File: src/rtl/ctrl_pkg.sv
// Shared definitions for the multi-cycle MIPS control unit: state encoding,
// opcode/funct constants, datapath select codes and memory wait limits.
package ctrl_pkg;

  localparam int MEM_WAIT_MIN = 1;
  localparam int MEM_WAIT_MAX = 7;

  // 5-bit state encoding; codes 22..31 are unreachable and recover to ST_RESET
  typedef enum logic [4:0] {
    ST_RESET   = 5'd0,
    ST_FETCH   = 5'd1,
    ST_IR_LOAD = 5'd2,
    ST_DECODE  = 5'd3,
    ST_EXEC_R  = 5'd4,
    ST_WB_R    = 5'd5,
    ST_WB_SLT  = 5'd6,
    ST_EXEC_I  = 5'd7,
    ST_WB_I    = 5'd8,
    ST_ADDR    = 5'd9,
    ST_MEM_RD  = 5'd10,
    ST_WB_LW   = 5'd11,
    ST_MEM_WR  = 5'd12,
    ST_BRANCH  = 5'd13,
    ST_JUMP    = 5'd14,
    ST_JAL_1   = 5'd15,
    ST_JAL_2   = 5'd16,
    ST_JR      = 5'd17,
    ST_EXC_EPC = 5'd18,
    ST_EXC_RD  = 5'd19,
    ST_EXC_PC  = 5'd20,
    ST_HALT    = 5'd21
  } state_e;

  // Opcodes (IR[31:26])
  localparam logic [5:0] OP_RTYPE = 6'h00;
  localparam logic [5:0] OP_J     = 6'h02;
  localparam logic [5:0] OP_JAL   = 6'h03;
  localparam logic [5:0] OP_BEQ   = 6'h04;
  localparam logic [5:0] OP_BNE   = 6'h05;
  localparam logic [5:0] OP_ADDI  = 6'h08;
  localparam logic [5:0] OP_LW    = 6'h23;
  localparam logic [5:0] OP_SW    = 6'h2B;

  // R-type funct codes (IR[5:0])
  localparam logic [5:0] FN_JR    = 6'h08;
  localparam logic [5:0] FN_BREAK = 6'h0D;
  localparam logic [5:0] FN_ADD   = 6'h20;
  localparam logic [5:0] FN_SUB   = 6'h22;
  localparam logic [5:0] FN_AND   = 6'h24;
  localparam logic [5:0] FN_SLT   = 6'h2A;

  // Memory address select
  localparam logic [2:0] IORD_PC      = 3'd0;
  localparam logic [2:0] IORD_ALUOUT  = 3'd1;
  localparam logic [2:0] IORD_EXC_OPC = 3'd2;
  localparam logic [2:0] IORD_EXC_OVF = 3'd3;

  // ALU operand selects
  localparam logic [1:0] SRCA_PC      = 2'd0;
  localparam logic [1:0] SRCA_A       = 2'd1;
  localparam logic [1:0] SRCB_B       = 2'd0;
  localparam logic [1:0] SRCB_FOUR    = 2'd1;
  localparam logic [1:0] SRCB_IMM     = 2'd2;
  localparam logic [1:0] SRCB_IMM_SH2 = 2'd3;

  // ALU operations
  localparam logic [2:0] ALU_PASS_A = 3'b000;
  localparam logic [2:0] ALU_ADD    = 3'b001;
  localparam logic [2:0] ALU_SUB    = 3'b010;
  localparam logic [2:0] ALU_AND    = 3'b011;
  localparam logic [2:0] ALU_CMP    = 3'b111;

  // Next-PC select
  localparam logic [1:0] PCSRC_ALU    = 2'd0;
  localparam logic [1:0] PCSRC_ALUOUT = 2'd1;
  localparam logic [1:0] PCSRC_JUMP   = 2'd2;
  localparam logic [1:0] PCSRC_MDR    = 2'd3;

  // Register-file destination select
  localparam logic [2:0] RDST_RT  = 3'd0;
  localparam logic [2:0] RDST_RD  = 3'd1;
  localparam logic [2:0] RDST_R31 = 3'd2;
  localparam logic [2:0] RDST_R29 = 3'd3;

  // Register-file write-data select
  localparam logic [3:0] MTR_ALUOUT = 4'd0;
  localparam logic [3:0] MTR_MDR    = 4'd1;
  localparam logic [3:0] MTR_LT     = 4'd2;
  localparam logic [3:0] MTR_CONST  = 4'd3;

  // Exception cause held across EXC_EPC/EXC_RD
  localparam logic CAUSE_OPC = 1'b0;
  localparam logic CAUSE_OVF = 1'b1;

  // ALU operation implied by a supported R-type funct
  function automatic logic [2:0] alu_op_for_funct(input logic [5:0] fn);
    logic [2:0] op;
    case (fn)
      FN_SUB:  op = ALU_SUB;
      FN_AND:  op = ALU_AND;
      FN_SLT:  op = ALU_CMP;
      default: op = ALU_ADD;
    endcase
    return op;
  endfunction

endpackage

File: src/rtl/control_unit_mem_wait_counter.sv
// Memory wait-state counter shared by FETCH, MEM_RD and EXC_RD.
// done rises in the MEM_WAIT-th consecutive enabled cycle after a clear.
module mem_wait_counter
  import ctrl_pkg::*;
#(
  parameter int MEM_WAIT = 1
) (
  input  logic clock,
  input  logic reset,
  input  logic clear,
  input  logic enable,
  output logic done
);

  // Out-of-range MEM_WAIT is clamped to the supported 1..7 window
  localparam int WAIT_CYCLES = (MEM_WAIT < MEM_WAIT_MIN) ? MEM_WAIT_MIN :
                               (MEM_WAIT > MEM_WAIT_MAX) ? MEM_WAIT_MAX : MEM_WAIT;
  localparam logic [2:0] LAST_COUNT = 3'(WAIT_CYCLES - 1);

  logic [2:0] count_q;
  logic [2:0] count_d;

  assign done = enable && (count_q == LAST_COUNT);

  // Next count: clear wins, otherwise advance while waiting
  always_comb begin
    count_d = count_q;
    if (clear) begin
      count_d = '0;
    end else if (enable && !done) begin
      count_d = count_q + 3'd1;
    end
  end

  // Count register
  always_ff @(posedge clock or negedge reset) begin
    if (!reset) begin
      count_q <= '0;
    end else begin
      count_q <= count_d;
    end
  end

endmodule

File: src/rtl/control_unit.sv
// Multi-cycle Moore control unit for the reduced MIPS datapath.
// Optional feature macro: BREAK_HALT_EN (BREAK, op 0x00 funct 0x0D, halts
// the machine until reset; otherwise it raises the unknown-opcode exception).
// While reset is low every output is forced to 0 so no datapath write can
// happen during reset; the ST_RESET stack-init write occurs in the first
// cycle after release.
module control_unit
  import ctrl_pkg::*;
#(
  parameter int MEM_WAIT       = 1,
  parameter int STACK_INIT_REG = 29
) (
  input  logic       clock,
  input  logic       reset,
  input  logic [5:0] opcode,
  input  logic [5:0] funct,
  input  logic       overflow,
  input  logic       zero,
  input  logic       lt,
  output logic       pc_write,
  output logic       pc_write_cond,
  output logic       mem_write,
  output logic       ir_write,
  output logic       reg_write,
  output logic       epc_write,
  output logic       ab_write,
  output logic       alu_out_write,
  output logic       mdr_write,
  output logic [2:0] iord,
  output logic [1:0] alu_src_a,
  output logic [1:0] alu_src_b,
  output logic [2:0] alu_op,
  output logic [1:0] pc_source,
  output logic [2:0] reg_dst,
  output logic [3:0] mem_to_reg,
  output logic       branch_ne,
  output logic [4:0] state
);

  // The datapath only has fixed r29/r31 destinations; r31 is used when the
  // stack register is configured as 31, r29 otherwise.
  localparam logic [2:0] RDST_STACK = (STACK_INIT_REG == 31) ? RDST_R31 : RDST_R29;

  state_e state_q, state_d;
  logic   cause_q, cause_d;
  logic   wait_state;
  logic   wait_clear;
  logic   wait_done;

  // zero/lt feed branch resolution and slt write-back inside the datapath
  logic unused_flags;
  assign unused_flags = zero | lt;

  assign state      = state_q;
  assign wait_state = (state_q == ST_FETCH) || (state_q == ST_MEM_RD) ||
                      (state_q == ST_EXC_RD);
  // Counter restarts whenever the FSM is outside a wait state or leaving one,
  // so every entry to a wait state starts from zero.
  assign wait_clear = !wait_state || wait_done;

  mem_wait_counter #(
    .MEM_WAIT(MEM_WAIT)
  ) u_wait (
    .clock (clock),
    .reset (reset),
    .clear (wait_clear),
    .enable(wait_state),
    .done  (wait_done)
  );

  // Next-state and exception-cause selection
  always_comb begin
    state_d = state_q;
    cause_d = cause_q;
    case (state_q)
      ST_RESET:   state_d = ST_FETCH;
      ST_FETCH:   if (wait_done) state_d = ST_IR_LOAD;
      ST_IR_LOAD: state_d = ST_DECODE;
      ST_DECODE: begin
        case (opcode)
          OP_RTYPE: begin
            case (funct)
              FN_ADD, FN_SUB, FN_AND, FN_SLT: state_d = ST_EXEC_R;
              FN_JR:                          state_d = ST_JR;
`ifdef BREAK_HALT_EN
              FN_BREAK:                       state_d = ST_HALT;
`endif
              default: begin
                state_d = ST_EXC_EPC;
                cause_d = CAUSE_OPC;
              end
            endcase
          end
          OP_ADDI:      state_d = ST_EXEC_I;
          OP_LW, OP_SW: state_d = ST_ADDR;
          OP_BEQ, OP_BNE: state_d = ST_BRANCH;
          OP_J:         state_d = ST_JUMP;
          OP_JAL:       state_d = ST_JAL_1;
          default: begin
            state_d = ST_EXC_EPC;
            cause_d = CAUSE_OPC;
          end
        endcase
      end
      ST_EXEC_R: begin
        if (overflow && ((funct == FN_ADD) || (funct == FN_SUB))) begin
          state_d = ST_EXC_EPC;
          cause_d = CAUSE_OVF;
        end else if (funct == FN_SLT) begin
          state_d = ST_WB_SLT;
        end else begin
          state_d = ST_WB_R;
        end
      end
      ST_EXEC_I: begin
        if (overflow) begin
          state_d = ST_EXC_EPC;
          cause_d = CAUSE_OVF;
        end else begin
          state_d = ST_WB_I;
        end
      end
      ST_ADDR:    state_d = (opcode == OP_LW) ? ST_MEM_RD : ST_MEM_WR;
      ST_MEM_RD:  if (wait_done) state_d = ST_WB_LW;
      ST_JAL_1:   state_d = ST_JAL_2;
      ST_EXC_EPC: state_d = ST_EXC_RD;
      ST_EXC_RD:  if (wait_done) state_d = ST_EXC_PC;
      ST_WB_R, ST_WB_SLT, ST_WB_I, ST_WB_LW, ST_MEM_WR, ST_BRANCH,
      ST_JUMP, ST_JAL_2, ST_JR, ST_EXC_PC: state_d = ST_FETCH;
`ifdef BREAK_HALT_EN
      ST_HALT:    state_d = ST_HALT;
`endif
      default:    state_d = ST_RESET;
    endcase
  end

  // State and cause registers
  always_ff @(posedge clock or negedge reset) begin
    if (!reset) begin
      state_q <= ST_RESET;
      cause_q <= CAUSE_OPC;
    end else begin
      state_q <= state_d;
      cause_q <= cause_d;
    end
  end

  // Moore output decode; everything is 0 unless the state names it
  always_comb begin
    pc_write      = 1'b0;
    pc_write_cond = 1'b0;
    mem_write     = 1'b0;
    ir_write      = 1'b0;
    reg_write     = 1'b0;
    epc_write     = 1'b0;
    ab_write      = 1'b0;
    alu_out_write = 1'b0;
    mdr_write     = 1'b0;
    iord          = IORD_PC;
    alu_src_a     = SRCA_PC;
    alu_src_b     = SRCB_B;
    alu_op        = ALU_PASS_A;
    pc_source     = PCSRC_ALU;
    reg_dst       = RDST_RT;
    mem_to_reg    = MTR_ALUOUT;
    branch_ne     = 1'b0;
    if (reset) begin
      case (state_q)
        ST_RESET: begin
          reg_dst    = RDST_STACK;
          mem_to_reg = MTR_CONST;
          reg_write  = 1'b1;
        end
        ST_FETCH: iord = IORD_PC;
        ST_IR_LOAD: begin
          ir_write  = 1'b1;
          alu_src_a = SRCA_PC;
          alu_src_b = SRCB_FOUR;
          alu_op    = ALU_ADD;
          pc_source = PCSRC_ALU;
          pc_write  = 1'b1;
        end
        ST_DECODE: begin
          ab_write      = 1'b1;
          alu_src_a     = SRCA_PC;
          alu_src_b     = SRCB_IMM_SH2;
          alu_op        = ALU_ADD;
          alu_out_write = 1'b1;
        end
        ST_EXEC_R: begin
          alu_src_a     = SRCA_A;
          alu_src_b     = SRCB_B;
          alu_op        = alu_op_for_funct(funct);
          alu_out_write = 1'b1;
        end
        ST_WB_R: begin
          reg_dst    = RDST_RD;
          mem_to_reg = MTR_ALUOUT;
          reg_write  = 1'b1;
        end
        ST_WB_SLT: begin
          alu_src_a  = SRCA_A;
          alu_src_b  = SRCB_B;
          alu_op     = alu_op_for_funct(funct);
          mem_to_reg = MTR_LT;
          reg_dst    = RDST_RD;
          reg_write  = 1'b1;
        end
        ST_EXEC_I, ST_ADDR: begin
          alu_src_a     = SRCA_A;
          alu_src_b     = SRCB_IMM;
          alu_op        = ALU_ADD;
          alu_out_write = 1'b1;
        end
        ST_WB_I: begin
          reg_dst    = RDST_RT;
          mem_to_reg = MTR_ALUOUT;
          reg_write  = 1'b1;
        end
        ST_MEM_RD: begin
          iord      = IORD_ALUOUT;
          mdr_write = wait_done;
        end
        ST_WB_LW: begin
          reg_dst    = RDST_RT;
          mem_to_reg = MTR_MDR;
          reg_write  = 1'b1;
        end
        ST_MEM_WR: begin
          iord      = IORD_ALUOUT;
          mem_write = 1'b1;
        end
        ST_BRANCH: begin
          alu_src_a     = SRCA_A;
          alu_src_b     = SRCB_B;
          alu_op        = ALU_SUB;
          pc_source     = PCSRC_ALUOUT;
          pc_write_cond = 1'b1;
          branch_ne     = (opcode == OP_BNE);
        end
        ST_JUMP: begin
          pc_source = PCSRC_JUMP;
          pc_write  = 1'b1;
        end
        ST_JAL_1: begin
          alu_src_a     = SRCA_PC;
          alu_op        = ALU_PASS_A;
          alu_out_write = 1'b1;
        end
        ST_JAL_2: begin
          reg_dst    = RDST_R31;
          mem_to_reg = MTR_ALUOUT;
          reg_write  = 1'b1;
          pc_source  = PCSRC_JUMP;
          pc_write   = 1'b1;
        end
        ST_JR: begin
          alu_src_a = SRCA_A;
          alu_op    = ALU_PASS_A;
          pc_source = PCSRC_ALU;
          pc_write  = 1'b1;
        end
        ST_EXC_EPC: begin
          alu_src_a = SRCA_PC;
          alu_src_b = SRCB_FOUR;
          alu_op    = ALU_SUB;
          epc_write = 1'b1;
        end
        ST_EXC_RD: begin
          iord      = (cause_q == CAUSE_OVF) ? IORD_EXC_OVF : IORD_EXC_OPC;
          mdr_write = wait_done;
        end
        ST_EXC_PC: begin
          pc_source = PCSRC_MDR;
          pc_write  = 1'b1;
        end
        default: ;
      endcase
    end
  end

endmodule

File: config.mk
export PLATFORM = sky130hd
export DESIGN_NAME = control_unit
export DESIGN_NICKNAME = d
export VERILOG_FILES = /design/src/rtl/ctrl_pkg.sv /design/src/rtl/control_unit_mem_wait_counter.sv /design/src/rtl/control_unit.sv
export SDC_FILE = /design/constraint.sdc
export NUM_CORES = 1
export LEC_CHECK = 0
export ABC_AREA = 1
export BUFFER_PORTS_ARGS = -buffer_cell sky130_fd_sc_hd__buf_2
export CORE_MARGIN = 2
export CORE_UTILIZATION = 35
export CTS_CLUSTER_SIZE = 16
export DETAILED_ROUTE_END_ITERATION = 6
export SETUP_SLACK_MARGIN = 0.05
export SLEW_MARGIN = 20
export SYNTH_ARGS = -nofsm -noshare
export SYNTH_HDL_FRONTEND = slang
export SYNTH_HIERARCHICAL = 1
export SYNTH_SLANG_ARGS = --single-unit
export TNS_END_PERCENT = 20
File: constraint.sdc
create_clock -name clock -period 1.8 [get_ports clock]
set_clock_uncertainty 0.15 [all_clocks]
set_input_delay 0.18 -clock clock [delete_from_list [all_inputs] [get_ports clock]]
set_output_delay 0.18 -clock clock [all_outputs]
set_load 0.05 [all_outputs]
# After elaboration in Yosys (flattened, before gate mapping)
# Cells that the tools add are included.
# op_classes
add_sub_neg,1
muxes,53
n_reduce_logical,35
n_eq_ne,39
# op_table
operator,n
one-hot mux 5 bit (11 select lines),1
"== test 5 x 4 -> 1 bit, second input constant",8
"== test 6 bit, second input constant",6
one-hot mux 5 bit (6 select lines),1
two-way mux 1 bit,26
"== test 5 bit, second input constant",5
two-way mux 5 bit,5
one-hot mux 2 bit (3 select lines),4
"== test 5 x 3 -> 1 bit, second input constant",4
OR reduction 2 bit,10
one-hot mux 3 bit (3 select lines),2
OR reduction 5 bit,3
"== test 6 x 2 -> 1 bit, second input constant",2
"== test 6 x 3 -> 1 bit, second input constant",2
"== test 6 x 4 -> 1 bit, second input constant",2
two-way mux 2 bit,6
two-way mux 3 bit,4
OR reduction 6 bit,2
OR reduction 11 bit,1
"== test 5 x 2 -> 1 bit, second input constant",2
one-hot mux 5 bit (2 select lines),1
OR reduction 4 bit,2
OR reduction 7 bit,1
zero test 6 bit,1
17 further kinds,27
# totals
word_cells,131
ff_bits,9
input_bits,17
out_inout_bits,34

# Logic depth before layout (Yosys ltp)
# logic_depth
depth_word,8
depth_mapped,13
ltp_nobuf,12

# Modules after synthesis
# The synthesis kept the hierarchy.
# modules_own_cells
module,instances,area_each_um2,cells_each
control_unit,1,1123.6,211
mem_wait_counter,1,185.2,25

# Least setup slack after synthesis
# Ideal clock, no wire load.
# synth_path
path_kind,register to output
from,"register state_q[0], in the netlist state[0]"
to,output port branch_ne
path_buffers,0
setup_slack_ns,-1.163
t_required_ns,1.470
arrival_ns,2.633
stages_incl_launch_ff,5
cell_sequence,dfrtp_1 > nand2_1 > nor3_1 > inv_1 > nor4_1
# synth_via
elab_chain_len,3
# synth_lines
element,line,source
from (decl),control_unit.sv:44,"state_e state_q, state_d;"
from (signal assigned),control_unit.sv:143,state_q <= state_d;
== test 5 x 4 -> 1 bit,control_unit.sv:168,case (state_q)
two-way mux 1 bit,control_unit.sv:168,
two-way mux 1 bit,control_unit.sv:167,if (reset) begin
to (decl),control_unit.sv:36,"output logic branch_ne,"
# Every way passes these cells.

# Final worst setup path
# layout_path
from,"register state_q[3], in the netlist state[3]"
to,output port reg_write
# layout_via
elab_chain_len,4
elab_cells_between_ends,9
classes_between,eq/ne: 5; mux: 2; reduce/logical: 2
# layout_lines
element,line,source
== test 5 x 3 -> 1 bit (tied with other cells),control_unit.sv:168,
OR reduction 6 bit (no source line) (*),-,
two-way mux 1 bit (*),control_unit.sv:168,
two-way mux 1 bit (*),control_unit.sv:167,
to (decl),control_unit.sv:24,"output logic reg_write,"
# Mark *: on every way between the ends. The rest lies on a longest branch, timed or not.

==> summary.md <==
| Metric | Value |
|---|---|
| Status | `finished, violations left` |
| Failing checks | `negative setup slack` |
| # setup viols final | `25` |
| Max FO, Critical Path | `5` |
| Dpl cell area | `~2000 µm²` |
| 1st-iter DRT viols | `between 100 and 150` |
| Async SR Flop Fraction | `100%` |
| Nets | `353` |
| Initial antenna violation count | `0` |
| Library cells used by synthesis | `33` |
| Power Density | `1440 nW/µm²` |
| Reg clk slew, reported paths | `approximately 40 ps` |
| Detailed-route vias per instance | `roughly 5.0` |
| Hold_ws | `roughly 220 ps` |
| GR Overflow Total | `0` |
| Fillers | `294` |
| IO Pins | `51` |
| VDD IR max | `0.566 mV` |
| Largest stage delay, worst path | `between 400 and 500 ps` |
| Critical path endpoint category | `output port` |
| Count leader, synth | `nand2_1` |
| Drt pass-1 iters | `4` |
| Synthesized instance count | `roughly 240` |
| Area Overhead vs Synth | `94.7%` |
| Setup TNS | `-3240 ps` |
| Gpl congestion | `~0.87` |
| Vias in the first global route | `1710` |
| Period utilization | `115%` |
| EDFF count, synth | `0` |
| HP Class | `primary input to flip-flop` |
| Post-synth top cells | `nand2_1 (56), nor2_1 (43), inv_1 (29), nand3_1 (23), dfrtp_1 (9)` |
| Fin cells | `between 300 and 400` |
| Pleak | `1.28 nW` |
| DP Wirelength | `roughly 3600 µm` |
| Post-route DRC | `0` |
| DIE WIDTH | `around 65 µm` |
| Final antenna diode count | `0` |
| Max-Cap Viols | `0` |
| IO Port Bufs | `43` |
| Crit path kind | `flip-flop to output port` |
| Initial core utilization | `between 30% and 40%` |
| GRT Overall Usage | `between 20% and 30%` |
| CTS Buf Count | `3` |
| Crit-path slowest cell | `dfrtp_2` |
| Design Area, Final | `2550 µm²` |
| RSZ-0062 raised after global routing | `true` |
| FP Rows | `22` |
| Multi-input logic area | `1230 µm²` |
| Buffers and inverters on the worst path | `3` |
| Reg area | `between 200 and 250 µm²` |
| Average wire per standard cell | `approximately 13 µm` |
| Final wirelength | `a little under 5000 µm` |
| Clock Tree Buf Depth | `2` |
| CP required | `roughly 1500 ps` |
| Register area share after synthesis | `between 15 and 20%` |
| CTS tree | `yes` |
| Final ANT Viol Nets | `0` |
| Clock Latency Late Sink | `~230 ps` |
| Die ar. | `~4200 µm²` |
| Share of the synthesized area in the top cell type | `~17%` |
| Crit path DAT | `~1700 ps` |
| H-tree Lvls | `1` |
| Clock root buffer | `clkbuf_8` |
| Cell family with the largest share of critical-path delay | `simple AND/OR/NAND/NOR gates` |
| Vias | `1887` |
| Area contributors post-synth | `dfrtp_1 (17%), nand2_1 (16%), nor2_1 (12%)` |
| Final setup margin | `-275 ps` |
| Slew Viols, Final | `0` |
| Mapped Area | `1310 µm²` |
| Crit path launch type | `flip-flop` |
| Share of layout cells above drive strength 1 | `55.3%` |
| Syn. warnings | `6` |
| # clock sinks | `9` |
| Largest area contributor in the netlist | `dfrtp_1` |
| Fin. Hold Viols | `0` |
| First-pass GRT wire length | `7330 µm` |
| Final core utilization | `a little over two thirds` |
| Minimum clock period | `2070 ps` |
| DIE HEIGHT | `approximately 65 µm` |
| Largest net degree at the start of global routing | `24` |
| Most used DFF post-synth | `dfrtp_1` |
| Worst path cell trace | `buf_4 -> inv_4 -> nand2_2 -> nor2_4 -> nand2_1 -> o21ai_0 -> nor2_1 -> nor2_2 -> buf_6` |
| Syn_area_per_cell | `5.55 µm²` |
| Core box area | `between 3000 and 4000 µm²` |
| Post-Place Cells | `359` |
| Max Clk Rate | `approximately 480 MHz` |
| FF+latch count, synth | `9` |
per-stage QoR:
step                      worst slack, ps  power [mW]
final                                -275        3.67
after global routing                 -348        3.89
after CTS                            -208        3.27
after detailed placement            -95.9        2.67
after global placement              -42.2        2.67
after floorplan                      -258        1.93
area by class of cell:
class | count | share of cell area [%]
clock buffers | 3 | 1.62
clock inverters | 1 | 0.196
inverters | 39 | 6.48
multi-input cells | 184 | 48.3
flip-flops and latches | 9 | 9.18
well taps | 48 | 2.36
repair buffers | 97 | 31.9
cell families (layout without fill, tap and decap cells):
kind of cell / count (synthesis) / after routing / share of synthesized area [%]
simple gates: 152 / 152 / 52.9
buf+inv: 47 / 140 / 15.8
compound gates: 25 / 25 / 12.0
flops: 9 / 9 / 17.2
fa+ha+maj: 2 / 2 / 1.91
other cells: 1 / 5 / 0.287
worst min-delay path: stages:
cell,delay (ps)
buf_2,120
nand2_1,80
o21a_1,120
nand2_1,70
worst paths after layout:
check	slack, ps	from	depth (start not counted)	to
min	220	overflow	4	cause_q$_DFFE_PN0P_
min reg2reg	400	u_wait/count_q[0]$_DFFE_PN0P_	2	u_wait/count_q[0]$_DFFE_PN0P_
max in group asynchronous	1070	reset	3	state[0]$_DFFE_PN0P_
max	-270	state[3]$_DFFE_PN0P_	9	reg_write
max reg2reg	-100	state[0]$_DFFE_PN0P_	9	state[0]$_DFFE_PN0P_
min in group asynchronous	280	reset	3	state[3]$_DFFE_PN0P_
registers in the layout, summed over array words and instances, names as in the netlist:
signal and cells:
state 5, u_wait/count_q 3, cause_q 1
placed cells by master, fill, tap and decap left out, types with 5 or more instances in the layout:
| master | instances |
|---|---|
| nand2_1 | 49 |
| buf_4 | 46 |
| nor2_1 | 31 |
| buf_6 | 29 |
| inv_1 | 20 |
| buf_2 | 19 |
| nand3_1 | 18 |
| nor2_4 | 12 |
| inv_2 | 11 |
| nand2_2 | 8 |
| a21oi_2 | 8 |
| nor2_2 | 8 |
| inv_4 | 7 |
| nand2_4 | 6 |
| nand4_1 | 6 |
| conb_1 | 5 |
power by group:
part	switching [mW]	internal, mW
Combinational	1.81	1.21
Sequential	0.141	0.274
Clock	0.0816	0.151
routing by layer:
layer	GRT usage (%)	wire length [µm]	vias to the layer above	share of wire, %
met4	5.99	95	0	1.9
met1	26.1	1940	867	40
li1	-	-	945	-
met2	40.7	2580	63	53
met5	0	0	-	0
met3	4.11	264	12	5.4
timing repair:
item,in CTS,in global routing
pin swaps,9,11
endpoints found under the hold margin,9,0
setup endpoints to repair,26,30
buffers inserted,6,11
hold buffers,1,0
resized for setup,67,38
Note: power is estimated with default switching activity, not from simulation.
